**src/rtl/fmul_classify_pipe.sv**
```systemverilog
// First FP-multiply stage: operand classification, special-case results,
// exponent sum and hidden-bit mantissas behind a 2-entry skid buffer.
module fmul_classify_pipe #(
  parameter int EXP_W  = 8,
  parameter int FRAC_W = 23,
  parameter int BIAS   = 127,
  parameter int CNT_W  = 16
) (
  input  logic                clk,
  input  logic                RESET,
  input  logic                in_valid,
  output logic                in_ready,
  input  logic                a_sign,
  input  logic [EXP_W-1:0]    a_exp,
  input  logic [FRAC_W-1:0]   a_frac,
  input  logic                b_sign,
  input  logic [EXP_W-1:0]    b_exp,
  input  logic [FRAC_W-1:0]   b_frac,
  output logic                out_valid,
  input  logic                out_ready,
  output logic                out_sign,
  output logic                out_primal,
  output logic                out_error,
  output logic [EXP_W-1:0]    out_exp,
  output logic [FRAC_W:0]     out_frac,
  output logic [EXP_W+1:0]    out_exp_sum,
  output logic [FRAC_W:0]     out_mant_a,
  output logic [FRAC_W:0]     out_mant_b,
  input  logic                err_clr,
  output logic                err_sticky,
  output logic [CNT_W-1:0]    err_count
);

  localparam int ES_W = EXP_W + 2;
  localparam int MW   = FRAC_W + 1;

  typedef struct packed {
    logic            sign;
    logic            primal;
    logic            error;
    logic [EXP_W-1:0] exp;
    logic [MW-1:0]   frac;
    logic [ES_W-1:0] exp_sum;
    logic [MW-1:0]   mant_a;
    logic [MW-1:0]   mant_b;
  } res_t;

  res_t new_d;
  res_t out_q, out_d;
  res_t skid_q, skid_d;
  logic out_v_q, out_v_d;
  logic skid_v_q, skid_v_d;
  logic sticky_q, sticky_d;
  logic [CNT_W-1:0] cnt_q, cnt_d;

  logic a_nan, a_inf, a_zero;
  logic b_nan, b_inf, b_zero;
  logic accept, out_free, xfer_err;

  assign a_nan  = (&a_exp) & (|a_frac);
  assign a_inf  = (&a_exp) & ~(|a_frac);
  assign a_zero = ~(|a_exp);
  assign b_nan  = (&b_exp) & (|b_frac);
  assign b_inf  = (&b_exp) & ~(|b_frac);
  assign b_zero = ~(|b_exp);

  always_comb begin
    new_d = '0;
    new_d.sign = a_sign ^ b_sign;
    new_d.primal = 1'b1;
    if (a_nan | b_nan | (a_inf & b_zero) | (a_zero & b_inf)) begin
      new_d.error = 1'b1;
      new_d.exp = '1;
      new_d.frac = {1'b1, {FRAC_W{1'b0}}};
    end else if (a_inf | b_inf) begin
      new_d.exp = '1;
    end else if (a_zero | b_zero) begin
      new_d.exp = '0;
    end else begin
      new_d.primal = 1'b0;
      new_d.exp_sum = {2'b00, a_exp} + {2'b00, b_exp} - ES_W'(BIAS);
      new_d.mant_a = {1'b1, a_frac};
      new_d.mant_b = {1'b1, b_frac};
    end
  end

  // in_ready only depends on skid occupancy, never on out_ready
  assign in_ready = ~skid_v_q & ~RESET;
  assign accept   = in_valid & in_ready;
  assign out_free = ~out_v_q | out_ready;

  always_comb begin
    out_d    = out_q;
    out_v_d  = out_v_q;
    skid_d   = skid_q;
    skid_v_d = skid_v_q;
    if (out_free) begin
      if (skid_v_q) begin
        out_d    = skid_q;
        out_v_d  = 1'b1;
        skid_v_d = 1'b0;
      end else begin
        out_v_d = accept;
        if (accept) out_d = new_d;
      end
    end else if (accept) begin
      skid_d   = new_d;
      skid_v_d = 1'b1;
    end
  end

  assign xfer_err = out_v_q & out_ready & out_q.error;

  always_comb begin
    sticky_d = xfer_err | (sticky_q & ~err_clr);
    cnt_d    = cnt_q;
    if (xfer_err && cnt_q != '1) cnt_d = cnt_q + CNT_W'(1);
  end

  always_ff @(posedge clk) begin
    if (RESET) begin
      out_q    <= '0;
      out_v_q  <= 1'b0;
      skid_q   <= '0;
      skid_v_q <= 1'b0;
      sticky_q <= 1'b0;
      cnt_q    <= '0;
    end else begin
      out_q    <= out_d;
      out_v_q  <= out_v_d;
      skid_q   <= skid_d;
      skid_v_q <= skid_v_d;
      sticky_q <= sticky_d;
      cnt_q    <= cnt_d;
    end
  end

  assign out_valid   = out_v_q;
  assign out_sign    = out_q.sign;
  assign out_primal  = out_q.primal;
  assign out_error   = out_q.error;
  assign out_exp     = out_q.exp;
  assign out_frac    = out_q.frac;
  assign out_exp_sum = out_q.exp_sum;
  assign out_mant_a  = out_q.mant_a;
  assign out_mant_b  = out_q.mant_b;
  assign err_sticky  = sticky_q;
  assign err_count   = cnt_q;

endmodule
```
**config.mk**
```make
export PLATFORM = sky130hd
export DESIGN_NAME = fmul_classify_pipe
export DESIGN_NICKNAME = d
export VERILOG_FILES = /design/src/rtl/fmul_classify_pipe.sv
export SDC_FILE = /design/constraint.sdc
export NUM_CORES = 1
export LEC_CHECK = 0
export CAP_MARGIN = 15
export CORE_UTILIZATION = 47
export CTS_BUF_LIST = sky130_fd_sc_hd__clkbuf_8
export CTS_CLUSTER_DIAMETER = 40
export DETAILED_ROUTE_END_ITERATION = 10
export HOLD_SLACK_MARGIN = 0.1
export PLACE_DENSITY_LB_ADDON = 0.2
export SLEW_MARGIN = 15
export SYNTH_ARGS = -nofsm -noshare
export SYNTH_HDL_FRONTEND = slang
export SYNTH_SLANG_ARGS = --single-unit
```
**constraint.sdc**
```tcl
create_clock -name clk -period 2.8 [get_ports clk]
set_clock_uncertainty 0.2 [all_clocks]
set_input_delay 0.42 -clock clk [delete_from_list [all_inputs] [get_ports clk]]
set_output_delay 0.42 -clock clk [all_outputs]
set_load 0.03 [all_outputs]
```
==> run summary <==
status -> complete, no violations
DP Wirelength -> 12300 um
footprint of the multi-input gates -> 3280 um2
drt initial violations -> 400
register area -> 2820 um2
ANT cells -> 0
clk buf depth -> 2
Post-Syn Area -> 6550 um2
DR WL/cell -> 15.8 um
Pwr Density -> 547 nW/um2
grt total ovfl -> 0
post-layout util -> 0.653
Simple-Gate Fraction of Synth Area -> 0.218
asr flop ratio synth -> 0
final setup margin -> 0.233 ns
Core Rows -> 42
Port Buffers -> 157
final wirelength -> 18500 um
global placer's final weighted congestion -> 0.810
starting density of the core -> 0.489
CP Data Arrival Time -> 1.95 ns
Slew HR -> 0.429
sw frac -> 0.294
CTS Buf Count -> 17
CTS Hold Bufs -> 0
vias per cell -> 5.60
post-layout instance area -> 8750 um2
final hold viol count -> 0
max-slew violation count -> 0
min-delay src -> skid_q[3]$_SDFFE_PP0P_
DIE HEIGHT -> 120 um
# resized after CTS -> 0
Psw -> 1400 uW
root buffer cell -> clkbuf_8
filler instances -> 1179
Post-CTS Repair Setup Buffers -> 0
mux cell area share after synthesis -> 0
Crit. End Element -> output pin
Primary FF master, synth -> dfxtp_1
drc violations -> 0
Yosys reg bits -> 141
largest net degree at the start of global routing -> 55
start point of the critical path -> skid_v_q$_SDFFE_PP0P_
RSZ-0062 raised after global routing -> no
commonest cells in the netlist -> a21oi_1 (181), dfxtp_1 (141), nand3_1 (123)
synth top area cells -> dfxtp_1 (43%), a21oi_1 (14%), nand3_1 (9.4%)
die area -> 14400 um2
Post-Syn Instances -> 835
post-synthesis average cell area -> 7.85 um2
crit start category -> flip-flop
vias -> 6536
synth unique cells -> 45
# nets final -> 1065
CTS sink cnt -> 141
Tmin final -> 2.57 ns
area leader, netlist -> dfxtp_1
Req. time, crit path -> 2.18 ns
adder-cell share of the synthesized area -> 0.0336
combinational power share -> 0.186
Clk pin slew, worst setup/hold paths -> 0.08 ns
Max FO, Critical Path -> 24
Tightest Pin Transition -> 0.853 ns
max_cap viols -> 0
Internal -> 3380 uW
layout cells sized above 1 -> 0.0887
leakage power -> 0.00331 uW
I/O Pins -> 181
Cell Area, Placed -> 8310 um2
XOR/XNOR Fraction of Synth Area -> 0.0254
Final period util -> 0.917
global-route wire length before repair -> 29700 um
worst skew pair latency -> 0.45 ns
RR Startpoint -> skid_v_q$_SDFFE_PP0P_
share of the yosys chip area belonging to registers -> 0.431
fmax -> 390 MHz
initial antenna violation count -> 0
final setup violation count -> 0
vias in the first global route -> 5977
GRT Overall Usage -> 0.257
top-area cell type share of the netlist area -> 0.431
Seq pwr share -> 0.446
largest family of logic cells by synthesized area -> simple AND/OR/NAND/NOR gates
P&R area growth vs syn -> 33.5%
Max H-tree Level -> 4
number of synthesized flops with an enable pin -> 0
DIE WIDTH -> 120 um
warnings from Yosys -> 0
Synth Area in Compound Gates -> 0.207
dpl ws -> -0.253 ns
Clk pwr share -> 0.368
maximum vdd drop -> 0.344 mV
count leader, synth -> a21oi_1
CTS tree -> done
Crit Path Category -> flip-flop to output pin
Placeable Area -> 13400 um2
Worst Hold Class -> flip-flop to flip-flop
ANT nets after route -> 0
Pre-antenna DRT Iters -> 5
-- final timing paths --
kind         depth (start not counted)                           to  slack (ns)
min                                  2       skid_q[3]$_SDFFE_PP0P_        0.25
min reg2reg                          2       skid_q[3]$_SDFFE_PP0P_        0.25
max reg2reg                          4  out_exp_sum[8]$_SDFFE_PP0P_        0.72
max                                  2                     in_ready        0.23
-- layout by cell type (no fill, tap or decap), types with 19 or more instances in the layout --
cell / Yosys / layout
buf_4: 33 / 37
clkdlybuf4s50_1: 0 / 156
dfxtp_1: 141 / 140
nor3_1: 19 / 19
nand2_1: 71 / 71
conb_1: 1 / 23
o21ai_0: 59 / 59
a21oi_1: 181 / 181
nand3_1: 123 / 122
nor2_1: 29 / 29
-- cell type report --
class                   count  area share
multi-input cells         608       0.375
flip-flops and latches    141       0.323
repair buffers            200       0.224
clock buffers              18      0.0283
well taps                 176      0.0252
clock inverters            14      0.0206
inverters                  11     0.00472
-- sequential cells by signal (all words and copies together), names as in the netlist, 10 cells and up --
signal       flops
err_count       16
out_mant_b      23
skid_q          61
out_exp_sum     10
out_mant_a      24
-- cells by family (layout without fill, tap and decap cells) --
| kind of cell | after synthesis | count (layout) |
|---|---|---|
| XOR/XNOR | 19 | 19 |
| adder cells (fa/ha/maj) | 17 | 17 |
| buffers and inverters | 108 | 243 |
| flip-flops | 141 | 141 |
| AO/OA/AOI/OAI | 259 | 259 |
| other | 1 | 23 |
| AND/OR/NAND/NOR | 290 | 290 |
-- critical path, stage by stage, from the launching register on --
cell and delay, ns:
dfxtp_2 0.49, nor2_1 0.26, clkdlybuf4s50_1 0.75
-- power groups by stage --
stage	logic [uW]	clock network [uW]	registers [uW]
3_5_place_dp	882	0	2180
2_1_floorplan	396	0	2310
4_1_cts	888	1780	2130
3_3_place_gp	877	0	2180
5_1_grt	958	1880	2140
6_report	887	1760	2130
-- routing by layer --
| layer | vias to the layer above | global-route usage | share of wire |
|---|---|---|---|
| li1 | 3203 | - | - |
| met1 | 3082 | 0.332 | 0.45 |
| met2 | 216 | 0.420 | 0.48 |
| met3 | 35 | 0.0461 | 0.053 |
| met4 | 0 | 0.105 | 0.024 |
| met5 | - | 0 | 0 |
-- metrics by stage --
step	power [uW]	hold slack, ns	TNS (ns)	instances
floorplan	2700	0.232	0	857
global placement	3050	0.238	-8.70	1135
detailed placement	3060	0.244	-10.74	1135
CTS	4800	0.256	0	1167
global route	4980	0.269	0	1168
finish	4780	0.254	0	1168
Power figures use the tool's default switching activity.
